File: src/rtl/dcache_wport_if.sv
// Handshake bundle between the store pipeline / refill unit and the data-RAM write port.
// The master drives requests; the slave is the write-port controller.
interface dcache_wport_if #(
    parameter int IDX_W = 7,
    parameter int WORDS = 8
);
    logic                   refill_start;
    logic [IDX_W-1:0]       refill_index;
    logic                   refill_valid;
    logic                   refill_ready;
    logic [31:0]            refill_data;
    logic                   refill_busy;
    logic                   refill_done;

    logic                   st_valid;
    logic                   st_ready;
    logic [IDX_W-1:0]       st_index;
    logic [2:0]             st_offset;
    logic [3:0]             st_wstrb;
    logic [31:0]            st_wdata;

    logic [4*WORDS-1:0]     ram_wen;
    logic [IDX_W-1:0]       ram_windex;
    logic [32*WORDS-1:0]    ram_wdata;

    modport master (
        output refill_start, refill_index, refill_valid, refill_data,
        output st_valid, st_index, st_offset, st_wstrb, st_wdata,
        input  refill_ready, refill_busy, refill_done, st_ready,
        input  ram_wen, ram_windex, ram_wdata
    );

    modport slave (
        input  refill_start, refill_index, refill_valid, refill_data,
        input  st_valid, st_index, st_offset, st_wstrb, st_wdata,
        output refill_ready, refill_busy, refill_done, st_ready,
        output ram_wen, ram_windex, ram_wdata
    );
endinterface

File: src/rtl/dcache_wport_ctrl.sv
// Arbitrates the data-cache way RAM write port between CPU store hits and
// full-line refills assembled from eight 32-bit bus beats.
module dcache_wport_ctrl #(
    parameter int IDX_W = 7,
    parameter int WORDS = 8
) (
    input  logic            clk,
    input  logic            rst,
    dcache_wport_if.slave   bus
);
    localparam int CNT_W = $clog2(WORDS);

    typedef enum logic [1:0] {IDLE, FILL, WRITE} state_t;

    state_t             state_reg;
    logic [CNT_W-1:0]   cnt_reg;
    logic [IDX_W-1:0]   index_reg;
    logic               done_reg;
    logic [31:0]        line_mem [WORDS];

    logic                   beat_acc;
    logic                   line_wr;
    logic                   busy;
    logic                   st_ready;
    logic                   st_acc;
    logic [4*WORDS-1:0]     st_wen;
    logic [32*WORDS-1:0]    line_word;
    logic [4*WORDS-1:0]     wen_next;
    logic [IDX_W-1:0]       windex_next;
    logic [32*WORDS-1:0]    wdata_next;

    assign busy     = (state_reg != IDLE);
    assign line_wr  = (state_reg == WRITE);
    assign beat_acc = (state_reg == FILL) && bus.refill_valid;

    always_ff @(posedge clk or posedge rst) begin
        if (rst) begin
            state_reg <= IDLE;
            cnt_reg   <= '0;
            index_reg <= '0;
            done_reg  <= 1'b0;
        end else begin
            done_reg <= 1'b0;
            case (state_reg)
                IDLE: begin
                    if (bus.refill_start) begin
                        state_reg <= FILL;
                        index_reg <= bus.refill_index;
                        cnt_reg   <= '0;
                    end
                end
                FILL: begin
                    if (bus.refill_valid) begin
                        cnt_reg <= cnt_reg + 1'b1;
                        if (cnt_reg == CNT_W'(WORDS - 1))
                            state_reg <= WRITE;
                    end
                end
                WRITE: begin
                    state_reg <= IDLE;
                    done_reg  <= 1'b1;
                end
                default: state_reg <= IDLE;
            endcase
        end
    end

    // Line buffer has no reset: a partial line is simply never written out.
    always_ff @(posedge clk) begin
        if (beat_acc)
            line_mem[cnt_reg] <= bus.refill_data;
    end

    // Blocking same-set stores for all of FILL and WRITE keeps a store from
    // being clobbered by the stale line that is about to land.
    assign st_ready = !rst && !line_wr && !(busy && (bus.st_index == index_reg));
    assign st_acc   = bus.st_valid && st_ready;

    generate
        for (genvar gi = 0; gi < WORDS; gi++) begin : g_word
            assign st_wen[4*gi +: 4]     = (bus.st_offset == 3'(gi)) ? bus.st_wstrb : 4'b0000;
            assign line_word[32*gi +: 32] = line_mem[gi];
        end
    endgenerate

    always_comb begin
        wen_next    = '0;
        windex_next = '0;
        wdata_next  = '0;
        if (line_wr) begin
            wen_next    = '1;
            windex_next = index_reg;
            wdata_next  = line_word;
        end else if (st_acc) begin
            wen_next    = st_wen;
            windex_next = bus.st_index;
            wdata_next  = {WORDS{bus.st_wdata}};
        end
    end

    assign bus.refill_ready = (state_reg == FILL);
    assign bus.refill_busy  = busy;
    assign bus.refill_done  = done_reg;
    assign bus.st_ready     = st_ready;
    assign bus.ram_wen      = wen_next;
    assign bus.ram_windex   = windex_next;
    assign bus.ram_wdata    = wdata_next;
endmodule
File: src/flat_wrapper.sv
// flat-port wrapper written by rule: the top's interface ports become plain ports
module dcache_wport_ctrl_flat 
#(
    parameter int IDX_W = 7,
    parameter int WORDS = 8
)
  (clk, rst, bus_refill_start, bus_refill_index, bus_refill_valid, bus_refill_data, bus_st_valid, bus_st_index, bus_st_offset, bus_st_wstrb, bus_st_wdata, bus_refill_ready, bus_refill_busy, bus_refill_done, bus_st_ready, bus_ram_wen, bus_ram_windex, bus_ram_wdata);
  dcache_wport_if #(.IDX_W(IDX_W), .WORDS(WORDS)) bus_i ();
  input  logic clk;
  input  logic rst;
  input wire logic [$bits(bus_i.refill_start)-1:0] bus_refill_start;
  input wire logic [$bits(bus_i.refill_index)-1:0] bus_refill_index;
  input wire logic [$bits(bus_i.refill_valid)-1:0] bus_refill_valid;
  input wire logic [$bits(bus_i.refill_data)-1:0] bus_refill_data;
  input wire logic [$bits(bus_i.st_valid)-1:0] bus_st_valid;
  input wire logic [$bits(bus_i.st_index)-1:0] bus_st_index;
  input wire logic [$bits(bus_i.st_offset)-1:0] bus_st_offset;
  input wire logic [$bits(bus_i.st_wstrb)-1:0] bus_st_wstrb;
  input wire logic [$bits(bus_i.st_wdata)-1:0] bus_st_wdata;
  output wire logic [$bits(bus_i.refill_ready)-1:0] bus_refill_ready;
  output wire logic [$bits(bus_i.refill_busy)-1:0] bus_refill_busy;
  output wire logic [$bits(bus_i.refill_done)-1:0] bus_refill_done;
  output wire logic [$bits(bus_i.st_ready)-1:0] bus_st_ready;
  output wire logic [$bits(bus_i.ram_wen)-1:0] bus_ram_wen;
  output wire logic [$bits(bus_i.ram_windex)-1:0] bus_ram_windex;
  output wire logic [$bits(bus_i.ram_wdata)-1:0] bus_ram_wdata;
  assign bus_i.refill_start = bus_refill_start;
  assign bus_i.refill_index = bus_refill_index;
  assign bus_i.refill_valid = bus_refill_valid;
  assign bus_i.refill_data = bus_refill_data;
  assign bus_i.st_valid = bus_st_valid;
  assign bus_i.st_index = bus_st_index;
  assign bus_i.st_offset = bus_st_offset;
  assign bus_i.st_wstrb = bus_st_wstrb;
  assign bus_i.st_wdata = bus_st_wdata;
  assign bus_refill_ready = bus_i.refill_ready;
  assign bus_refill_busy = bus_i.refill_busy;
  assign bus_refill_done = bus_i.refill_done;
  assign bus_st_ready = bus_i.st_ready;
  assign bus_ram_wen = bus_i.ram_wen;
  assign bus_ram_windex = bus_i.ram_windex;
  assign bus_ram_wdata = bus_i.ram_wdata;
  dcache_wport_ctrl #(.IDX_W(IDX_W), .WORDS(WORDS)) u_core (.clk(clk), .rst(rst), .bus(bus_i));
endmodule
File: config.mk
export PLATFORM = sky130hd
export DESIGN_NAME = dcache_wport_ctrl_flat
export DESIGN_NICKNAME = d
export VERILOG_FILES = /design/src/rtl/dcache_wport_if.sv /design/src/rtl/dcache_wport_ctrl.sv /design/src/flat_wrapper.sv
export SDC_FILE = /design/constraint.sdc
export NUM_CORES = 1
export LEC_CHECK = 0
export ABC_AREA = 1
export CAP_MARGIN = 10
export CORE_MARGIN = 3
export CORE_UTILIZATION = 36
export DETAILED_ROUTE_END_ITERATION = 12
export GPL_ROUTABILITY_DRIVEN = 0
export PLACE_DENSITY = 0.65
export SLEW_MARGIN = 20
export SYNTH_ARGS = -nofsm -noshare
export SYNTH_HDL_FRONTEND = slang
export SYNTH_SLANG_ARGS = --single-unit
File: constraint.sdc
create_clock -name clk -period 5.8 [get_ports clk]
set_clock_uncertainty 0.2 [all_clocks]
set_input_delay 1.16 -clock clk [delete_from_list [all_inputs] [get_ports clk]]
set_output_delay 1.16 -clock clk [all_outputs]
set_load 0.02 [all_outputs]
==> metrics.md <==
| Metric | Value |
|---|---|
| # rows | `66` |
| Tcrit/Tclk final | `0.8394` |
| Post-detail-place hpwl | `26250 um` |
| Startpoint Class | `input port` |
| Cts repair resizes | `0` |
| Initial DRC Count | `629` |
| Post-synth EDFFs | `256` |
| Drt drc | `0` |
| Clock Latency Late Sink | `520 ps` |
| Slowest stage cell on the critical path | `clkdlybuf4s50_1` |
| Layout Utilization | `0.5292` |
| Die Wd | `188.6 um` |
| CTS buffer count | `29` |
| Crit Path Max Fanout | `39` |
| Largest net degree at the start of global routing | `145` |
| Final WS setup | `931.6 ps` |
| Reg clk slew, reported paths | `60 ps` |
| Status | `completed` |
| Final net count | `1565` |
| Setup_tns | `0 ps` |
| Die area | `35550 um2` |
| IR Drop Worst-Case VDD | `0.0002382 V` |
| Initial antenna violation count | `4` |
| RSZ-0062 raised after global routing | `false` |
| Max Cap Violations | `0` |
| CTS tree | `yes` |
| Fmax | `205.4 MHz` |
| PortBufs | `388` |
| Syn_nets | `1185` |
| Clock Sinks | `269` |
| First-pass GRT wire length | `57630 um` |
| Combinational power share | `0.183` |
| Layout cell share with drive strength beyond 1 | `0.09170` |
| Reg2Reg Setup Slack | `3060 ps` |
| Total core area | `32700 um2` |
| CTS root buffer | `clkbuf_16` |
| Most common cell after layout, fill and taps aside | `nand2_1` |
| Most frequent cells in the layout | `nand2_1, clkdlybuf4s50_1, edfxtp_1` |
| GRT overflow | `0` |
| Syn Area/Cell | `10.98 um2` |
| Main synth FF type | `edfxtp_1` |
| Slew Viols, Final | `0` |
| Netlist Area Pre-Place | `12000 um2` |
| Min Hold Slack | `353.4 ps` |
| Die Y | `188.6 um` |
| Final Setup Violations | `0` |
| Power per cell area | `298.9 nW/um2` |
| Postcts setup bufs | `0` |
| Total GRT Usage | `0.2101` |
| Final Hold Viols | `0` |
| Relative slew slack | `0.3529` |
| Pre-CTS WS | `932.4 ps` |
| I/O pin count | `389` |
| Crit path time final | `4868 ps` |
| Post-cts hold buffer count | `0` |
| FFs w/ async S/R, synth | `0.04833` |
| P_int | `3763 uW` |
| Cell breakdown of the critical path | `clkdlybuf4s50_1, inv_1, nor2_1, nor2_1, nand2_1, nor2_2, nand2_4, buf_12, nand4_4, nand2_1, clkdlybuf4s50_1` |
| Hold crit path type | `reg2reg` |
| Routed Wire Length | `38440 um` |
| Seq/Total Area, Yosys | `0.6678` |
| Gate Count Post-Synth | `1093` |
| Final ANT Viol Nets | `0` |
| Area grow syn2layout | `44.25%` |
| Max incr delay on CP | `620 ps` |
| Sequential power share | `0.475` |
| Least-Margin Pin Slew | `968.3 ps` |
| H-tree depth | `1` |
| P_leak | `0.007027 uW` |
| Clock power frac | `0.341` |
| Distinct cell type count after synthesis | `27` |
| Sw Share | `0.2725` |
| Initial core utilization | `0.3669` |
| CTS max path bufs | `3` |
| Routed WL per cell | `19.85 um` |
| Seq cells post-synth | `269` |
| Number of global-route vias before repair | `9454` |
| Crit end category | `output pin` |
| Crit path DAT | `3510 ps` |
| Worst EP required | `4440 ps` |
| YS warnings | `0` |
| Max reg flops | `256` |
| DR pass1 iterations | `5` |
| Vias | `9385` |
| Net Sw Power | `1410 uW` |
| Number of vias per cell | `4.845` |
| Setup CP Type | `in2out` |
routing by layer:
layer | routed length (um) | vias up | global-route usage | part of all wire
met5 | 40 | - | 0 | 0.0010
met4 | 1372 | 6 | 0.07448 | 0.036
met3 | 3159 | 88 | 0.05414 | 0.082
met2 | 18320 | 427 | 0.3518 | 0.48
met1 | 15550 | 4434 | 0.2651 | 0.40
li1 | - | 4430 | - | -
metrics by stage:
| stage | std cells | power [uW] | instance area (um2) |
|---|---|---|---|
| floorplan | 1093 | 2938 | 12000 |
| detailed placement | 1884 | 3457 | 16400 |
| finish | 1937 | 5172 | 17310 |
| CTS | 1936 | 5225 | 17300 |
| global route | 1937 | 5384 | 17310 |
| global placement | 1884 | 3446 | 16400 |
layout make-up:
cell class	instances	area [um2]
multi-input combinational	738	3656
clock inverter	18	157.7
clock buffer	34	744.5
timing repair buffer	404	4064
inverter	31	116.4
sequential	269	8013
antenna	1	2.502
fill	2870	15390
tap	442	553.0
critical path, delay by kind of cell:
kind / cells / cell delay, ps
buf+inv: 4 / 1470
simple gates: 7 / 820
cell usage after synthesis (2+ instances only):
cell | number | area [um2]
buf_4 | 4 | 30.03
dfrtp_1 | 13 | 325.3
nand4_1 | 40 | 250.2
nor2_1 | 50 | 187.7
ha_1 | 2 | 25.02
nand4_4 | 31 | 659.4
buf_8 | 2 | 30.03
nand2_1 | 554 | 2079
nand2_2 | 32 | 200.2
a21oi_1 | 5 | 25.02
buf_1 | 5 | 18.77
mux2_2 | 2 | 22.52
edfxtp_1 | 256 | 7687
clkbuf_1 | 26 | 97.59
buf_2 | 16 | 80.08
o21ai_0 | 4 | 20.02
nor2_2 | 2 | 12.51
inv_1 | 30 | 112.6
nand3_1 | 11 | 55.05
path summary, 6_finish.rpt:
check / startpoint / end / cells past startpoint
max reg2reg: u_core.state_reg[1] / u_core.line_mem[0][25] / 6
min reg2reg: u_core.index_reg[6] / u_core.index_reg[6] / 2
max: bus_st_index[0] / bus_ram_wdata[44] / 11
min: u_core.index_reg[6] / u_core.index_reg[6] / 2
max in group asynchronous: rst / u_core.bus.refill_done / 2
min in group asynchronous: rst / u_core.index_reg[5] / 2
kinds of logic (layout without fill, tap and decap cells):
kind of cell / count (synthesis) / in the layout / share of synthesized area
fa+ha+maj: 2 / 2 / 0.002085
compound gates: 10 / 10 / 0.004380
simple gates: 723 / 723 / 0.2906
mux: 2 / 2 / 0.001877
flops: 269 / 269 / 0.6678
xor+xnor: 1 / 1 / 0.0007301
other cells: 0 / 1 / 0
buf+inv: 86 / 487 / 0.03243
power groups by stage:
stage               sequential (uW)  clock (uW)  combinational (uW)
floorplan                      2490           0                 451
global placement               2490           0                 955
detailed placement             2500           0                 961
CTS                            2460        1800                 964
global route                   2480        1890                1020
finish                         2460        1770                 949
Note: power is estimated with default switching activity, not from simulation.
